[config.mk]
export PLATFORM = sky130hd
export DESIGN_NAME = histeq_controller
export DESIGN_NICKNAME = d
export VERILOG_FILES = /design/src/rtl/histeq_pkg.sv /design/src/rtl/m2_arbiter.sv /design/src/rtl/histeq_controller.sv
export SDC_FILE = /design/constraint.sdc
export NUM_CORES = 1
export LEC_CHECK = 0
export ABC_AREA = 1
export CAP_MARGIN = 20
export CORE_AREA = 10 10 190 192
export DETAILED_ROUTE_END_ITERATION = 8
export DIE_AREA = 0 0 200 202
export GPL_ROUTABILITY_DRIVEN = 0
export PLACE_DENSITY = 0.65
export SYNTH_ARGS = -nofsm -noshare
export SYNTH_HDL_FRONTEND = slang
export SYNTH_SLANG_ARGS = --single-unit
[constraint.sdc]
create_clock -name clock -period 4.2 [get_ports clock]
set_input_delay 0.63 -clock clock [delete_from_list [all_inputs] [get_ports clock]]
set_output_delay 0.63 -clock clock [all_outputs]
set_load 0.02 [all_outputs]
[src/rtl/histeq_pkg.sv]
// Shared constants and enumerations for the histogram-equalization controller.
package histeq_pkg;

  localparam int ADDR_W = 16;
  localparam int DATA_W = 128;

  typedef enum logic [2:0] {
    ST_IDLE  = 3'd0,
    ST_CLEAR = 3'd1,
    ST_HIST  = 3'd2,
    ST_CDF   = 3'd3,
    ST_MAP   = 3'd4,
    ST_DONE  = 3'd5,
    ST_ERR   = 3'd6
  } state_t;

  typedef enum logic [2:0] {
    SEL_NONE  = 3'd0,
    SEL_CLEAR = 3'd1,
    SEL_HIST  = 3'd2,
    SEL_CDF   = 3'd3,
    SEL_MAP   = 3'd4
  } m2_sel_t;

endpackage

[src/rtl/m2_arbiter.sv]
// Registered m2 port mux: picks the owner chosen by the controller and presents
// its request one cycle later.
module m2_arbiter
  import histeq_pkg::*;
(
  input  logic              clock,
  input  logic              rst,
  input  m2_sel_t           sel,
  input  logic [ADDR_W-1:0] clear_addr,
  input  logic [ADDR_W-1:0] hist_raddr,
  input  logic [ADDR_W-1:0] hist_waddr,
  input  logic [DATA_W-1:0] hist_wval,
  input  logic              hist_we,
  input  logic [ADDR_W-1:0] cdf_raddr,
  input  logic [ADDR_W-1:0] cdf_waddr,
  input  logic [DATA_W-1:0] cdf_wval,
  input  logic              cdf_we,
  input  logic [ADDR_W-1:0] map_raddr,
  output logic [ADDR_W-1:0] read_addr,
  output logic [ADDR_W-1:0] write_addr,
  output logic [DATA_W-1:0] write_val,
  output logic              we
);

  logic [ADDR_W-1:0] read_addr_nxt;
  logic [ADDR_W-1:0] write_addr_nxt;
  logic [DATA_W-1:0] write_val_nxt;
  logic              we_nxt;

  // SEL_NONE drives an idle, all-zero request so nothing leaks between owners.
  always_comb begin
    read_addr_nxt  = '0;
    write_addr_nxt = '0;
    write_val_nxt  = '0;
    we_nxt         = 1'b0;
    case (sel)
      SEL_CLEAR: begin
        write_addr_nxt = clear_addr;
        we_nxt         = 1'b1;
      end
      SEL_HIST: begin
        read_addr_nxt  = hist_raddr;
        write_addr_nxt = hist_waddr;
        write_val_nxt  = hist_wval;
        we_nxt         = hist_we;
      end
      SEL_CDF: begin
        read_addr_nxt  = cdf_raddr;
        write_addr_nxt = cdf_waddr;
        write_val_nxt  = cdf_wval;
        we_nxt         = cdf_we;
      end
      SEL_MAP: read_addr_nxt = map_raddr;
      default: ;
    endcase
  end

  always_ff @(posedge clock) begin
    if (rst) begin
      read_addr  <= '0;
      write_addr <= '0;
      write_val  <= '0;
      we         <= 1'b0;
    end else begin
      read_addr  <= read_addr_nxt;
      write_addr <= write_addr_nxt;
      write_val  <= write_val_nxt;
      we         <= we_nxt;
    end
  end

endmodule

[src/rtl/histeq_controller.sv]
// Sequences clear -> histogram -> CDF -> mapping, owns the m2 scratchpad during
// the clear, and aborts any phase that overruns its watchdog.
module histeq_controller
  import histeq_pkg::*;
#(
  parameter int CLEAR_DEPTH = 256,
  parameter int TIMEOUT     = 65535
) (
  input  logic              clock,
  input  logic              rst,
  input  logic              start,
  output logic              busy,
  output logic              done,
  output logic              error,
  output logic [2:0]        phase,
  output logic              hist_start,
  output logic              cdf_start,
  output logic              map_start,
  input  logic              hist_done,
  input  logic              cdf_done,
  input  logic              map_done,
  input  logic [ADDR_W-1:0] hist_m2_raddr,
  input  logic [ADDR_W-1:0] hist_m2_waddr,
  input  logic [ADDR_W-1:0] cdf_m2_raddr,
  input  logic [ADDR_W-1:0] cdf_m2_waddr,
  input  logic [ADDR_W-1:0] map_m2_raddr,
  input  logic [DATA_W-1:0] hist_m2_wval,
  input  logic [DATA_W-1:0] cdf_m2_wval,
  input  logic              hist_m2_we,
  input  logic              cdf_m2_we,
  output logic [ADDR_W-1:0] m2ReadAddr,
  output logic [ADDR_W-1:0] m2WriteAddr,
  output logic [DATA_W-1:0] m2WriteVal,
  output logic              m2WE
);

  localparam logic [ADDR_W-1:0] CLEAR_LAST  = ADDR_W'(CLEAR_DEPTH - 1);
  localparam logic [ADDR_W:0]   TIMEOUT_VAL = (ADDR_W + 1)'(TIMEOUT);

  state_t            state, state_nxt;
  m2_sel_t           sel;
  logic [ADDR_W-1:0] clear_cnt;
  logic [ADDR_W-1:0] clear_addr;
  logic [ADDR_W-1:0] wd_cnt;
  logic              wd_hit;
  logic              in_phase;
  logic              error_q;

  assign in_phase = (state == ST_CLEAR) || (state == ST_HIST) ||
                    (state == ST_CDF)   || (state == ST_MAP);
  // The phase may last TIMEOUT cycles; this fires on the edge that would exceed that.
  assign wd_hit   = ({1'b0, wd_cnt} + {{ADDR_W{1'b0}}, 1'b1}) == TIMEOUT_VAL;

  // Completion is tested before the watchdog so a same-cycle done wins.
  always_comb begin
    state_nxt  = state;
    sel        = SEL_NONE;
    clear_addr = '0;
    case (state)
      ST_IDLE, ST_ERR: if (start) state_nxt = ST_CLEAR;
      ST_CLEAR: begin
        if (clear_cnt == CLEAR_LAST) state_nxt = ST_HIST;
        else if (wd_hit)             state_nxt = ST_ERR;
      end
      ST_HIST: begin
        if (hist_done)   state_nxt = ST_CDF;
        else if (wd_hit) state_nxt = ST_ERR;
      end
      ST_CDF: begin
        if (cdf_done)    state_nxt = ST_MAP;
        else if (wd_hit) state_nxt = ST_ERR;
      end
      ST_MAP: begin
        if (map_done)    state_nxt = ST_DONE;
        else if (wd_hit) state_nxt = ST_ERR;
      end
      ST_DONE: state_nxt = ST_IDLE;
      default: state_nxt = ST_IDLE;
    endcase

    // A unit's request is forwarded only while its phase continues past this edge.
    if (state_nxt == ST_CLEAR) begin
      sel        = SEL_CLEAR;
      clear_addr = (state == ST_CLEAR) ? clear_cnt + 1'b1 : '0;
    end else if (state_nxt == state) begin
      case (state)
        ST_HIST: sel = SEL_HIST;
        ST_CDF:  sel = SEL_CDF;
        ST_MAP:  sel = SEL_MAP;
        default: sel = SEL_NONE;
      endcase
    end
  end

  always_ff @(posedge clock) begin
    if (rst) begin
      state     <= ST_IDLE;
      clear_cnt <= '0;
      wd_cnt    <= '0;
      error_q   <= 1'b0;
    end else begin
      state     <= state_nxt;
      clear_cnt <= (state == ST_CLEAR && state_nxt == ST_CLEAR) ? clear_cnt + 1'b1 : '0;
      wd_cnt    <= (in_phase && state_nxt == state) ? wd_cnt + 1'b1 : '0;
      if (state_nxt == ST_CLEAR && state != ST_CLEAR)
        error_q <= 1'b0;
      else if (state_nxt == ST_ERR && state != ST_ERR)
        error_q <= 1'b1;
    end
  end

  assign busy  = (state != ST_IDLE) && (state != ST_ERR);
  assign done  = (state == ST_DONE);
  assign error = error_q;
  assign phase = state;

  // The watchdog reads zero only in the first cycle of a phase.
  assign hist_start = (state == ST_HIST) && (wd_cnt == '0);
  assign cdf_start  = (state == ST_CDF)  && (wd_cnt == '0);
  assign map_start  = (state == ST_MAP)  && (wd_cnt == '0);

  m2_arbiter u_arbiter (
    .clock      (clock),
    .rst        (rst),
    .sel        (sel),
    .clear_addr (clear_addr),
    .hist_raddr (hist_m2_raddr),
    .hist_waddr (hist_m2_waddr),
    .hist_wval  (hist_m2_wval),
    .hist_we    (hist_m2_we),
    .cdf_raddr  (cdf_m2_raddr),
    .cdf_waddr  (cdf_m2_waddr),
    .cdf_wval   (cdf_m2_wval),
    .cdf_we     (cdf_m2_we),
    .map_raddr  (map_m2_raddr),
    .read_addr  (m2ReadAddr),
    .write_addr (m2WriteAddr),
    .write_val  (m2WriteVal),
    .we         (m2WE)
  );

endmodule

==> results.ini <==
[grt]
grt_max_degree=117
overflow=0
grt_pass1_vias=8987
antenna_found_initial=0
grt_usage_pct=17.5
grt_pass1_wl_um=53800

[clock_network]
clk_latency_ns=0.45
cts_root_buf=clkbuf_16
clock-sinks=197
cts_tree=done
cts_buffers=17
cts_buffer_depth=2
cts_resized=0
cts_hold_buffers=0
post_cts_buffers=0
htreeDepth=4
cts.clk_slew.worst_paths_ns=0.08

[logic_synthesis]
synth_top_cell_area_share_pct=49.3
yosys_warnings=0
synth_top_family_by_area=simple AND/OR/NAND/NOR gates
yosysSeqAreaShare_pct=49.3
synth_compound_area_share_pct=9.96
synth_area_um2=8000
synth_largest_area_cell=dfxtp_1
synth_xor_area_share_pct=0.766
yosys.area_share.simple_pct=31.3
synth_mux_area_share_pct=0
yosysUniqueCellTypes=31
yosys-top-cells-area=dfxtp_1 49%, nand2_1 18%, a21oi_1 8.8%
synth_nets=1473
postSynthAreaPerCell_um2=7.11
synthAdderAreaFrac_pct=0.625
synth_cells=1125
synth_seq_cells=197

[sta]
setup_tns_ns=0
worstMarginPinSlew_ns=0.650
setup_violations=0
rsz0062_at_grt=false
period_needed_ns=3.63
maxSlewHeadroom_pct=56.7
period_share_pct=86.4
maxSlewViolCount=0
fmax_mhz=275
finalClockSkew_ns=0.0122
final_hold_viol_count=0

[layout]
fillCellCount=3229
layout-drive-gt1-share_pct=3.40
n_antenna_cell=0
final_area_um2=14100
num-nets-final=1955
syn2layout_area_growth_pct=76.2

[hold_path]
holdPathStages=1
holdPathEnd=wd_cnt[0]
hp-start=wd_cnt[0]
min_path_type=register to register

[worst_setup_path]
cp_slowest_cell=inv_4
start_kind=register
r2r_end=u_arbiter.write_val[20]
crit_top_cell=nand2_1
r2r-start=wd_cnt[1]
worstPathCellList=ha_1, nand3_1, nor2_1, nand4_1, nand2_1, nand2_1, nor2_1, nand3_2, nand2_1, nand2_1, nand2_1, inv_1, nand3_2, nand3_4, inv_4, buf_12, nand2_1, a21oi_1
critical_path_arrival_ns=3.99
reg2regPathDepth=18
crit_path_end_kind=register
r2r_setup_slack_ns=0.57
crit_type=register to register
max_stage_delay_ns=0.50
crit_fanout=50
cp.required_ns=4.56

[placement]
port_buffers=513
hpwl_um=29500
dpl_cell_area_um2=13500

[route]
avgViaCountPerCell=4.32
first_pass_iters=4
wl_um=36900
drtIter0Drc=377
antenna_left=0
vias=8914
wl_per_cell_um=17.9
drc=0

[die]
io_pins=514
die_w_um=200
die_area_um2=40400
rows=66
initial_core_util_pct=24.8
die_h_um=202
core_area_um2=32300

[pwr]
vdd_drop_max_uv=260
power.density_nw_per_um2=287
leakagePower_nw=5.20
power_w=0.00404

[run_status]
status=completed

[run]
maxCapViolCount=0

per-layer routing:
| layer | global-route usage, % | part of all wire (%) |
|---|---|---|
| met5 | 0 | 0 |
| met4 | 5.55 | 1.9 |
| met3 | 6.70 | 9.6 |
| met2 | 30.8 | 51 |
| met1 | 18.9 | 38 |
power by group:
group | switching [W] | internal, W | total, W
Combinational | 0.000128 | 0.000297 | 0.000425
Sequential | 0.00000249 | 0.00187 | 0.00187
Clock | 0.000781 | 0.000964 | 0.00175
worst max-delay path, delay by kind of cell, from the launching register on:
kind	cells	cell delay, ns
adders and majority gates	1	0.21
DFF	1	0.39
buffers and inverters	3	0.87
and+or+nand+nor	13	1.81
AOI/OAI and AO/OA	1	0.20
placed cells by master, fill, tap and decap left out, types with 2 or more instances in the layout:
| cell type | synthesis | routed |
|---|---|---|
| bufinv_16 | 0 | 3 |
| buf_4 | 0 | 7 |
| ha_1 | 4 | 4 |
| nor2_2 | 4 | 4 |
| clkinv_2 | 0 | 3 |
| xor2_1 | 5 | 5 |
| inv_6 | 0 | 5 |
| nor4_1 | 3 | 3 |
| nand3_1 | 59 | 59 |
| clkdlybuf4s50_1 | 0 | 512 |
| nand4_1 | 27 | 27 |
| xnor2_1 | 2 | 2 |
| buf_12 | 0 | 3 |
| o21ai_0 | 8 | 8 |
| or2_2 | 2 | 2 |
| o21bai_1 | 3 | 3 |
| nand3_2 | 2 | 2 |
| clkbuf_16 | 0 | 17 |
| nand2_1 | 393 | 393 |
| inv_1 | 88 | 88 |
| dfxtp_1 | 197 | 197 |
| nor2_1 | 113 | 113 |
| a21oi_1 | 141 | 141 |
| inv_4 | 0 | 2 |
| nor3_1 | 4 | 4 |
metrics by stage:
step,utilization (%),setup WS (ns),cells,hold slack (ns)
4_1_cts,43.7,0.537,2062,0.487
2_1_floorplan,-,1.70,1125,0.425
3_3_place_gp,41.8,0.631,2030,0.445
6_report,43.7,0.569,2062,0.476
5_1_grt,43.7,0.0584,2062,0.524
3_5_place_dp,41.8,0.576,2030,0.461
registers in the layout (all words and copies together) (netlist names):
signal	flops
u_arbiter.write_val	128
clear_cnt	16
u_arbiter.read_addr	16
u_arbiter.write_addr	16
wd_cnt	16
phase	3
error	1
u_arbiter.we	1
cells in the mapped netlist (all sizes together):
library cell and count:
o21bai 3, nand3b 1, inv 91, o21ai 9, buf 16, nand3 62, xnor2 2, xor2 5
or2 2, o211ai 1, a21oi 141, clkbuf 43, nor3 4, nand2 394, dfxtp 197, nor2 118
a41oi 1, ha 4, nor4 3, a211oi 1, nand4 27
worst max-delay path by stage:
| stage | cells after the start | start | end | slack, ns |
|---|---|---|---|---|
| 3_3_place_gp | 16 | wd_cnt[1] | u_arbiter.write_val[28] | 0.63 |
| 5_1_grt | 18 | wd_cnt[1] | u_arbiter.write_val[41] | 0.06 |
| 3_5_place_dp | 16 | wd_cnt[1] | u_arbiter.write_val[20] | 0.58 |
| 2_1_floorplan | 16 | phase[0] | u_arbiter.write_val[108] | 1.70 |
| 4_1_cts | 16 | wd_cnt[1] | u_arbiter.write_val[41] | 0.54 |
| 6_report | 18 | wd_cnt[1] | u_arbiter.write_val[20] | 0.57 |
area by class of cell:
type / instances / area (um2) / share of cell area [%]
Clock buffer: 19 / 443 / 3.14
Clock inverter: 13 / 168 / 1.19
Inverter: 91 / 347 / 2.46
Multi-Input combinational cell: 778 / 3410 / 24.2
Sequential cell: 197 / 3940 / 28.0
Tap cell: 442 / 553 / 3.92
Timing Repair Buffer: 522 / 5240 / 37.1
logic make-up after synthesis:
group                    Yosys count
flip-flops                       197
XOR/XNOR                           7
AND/OR/NAND/NOR                  611
buffers and inverters            150
AO/OA/AOI/OAI                    156
adder cells (fa/ha/maj)            4
No activity file was read; power rests on OpenSTA's default activity.
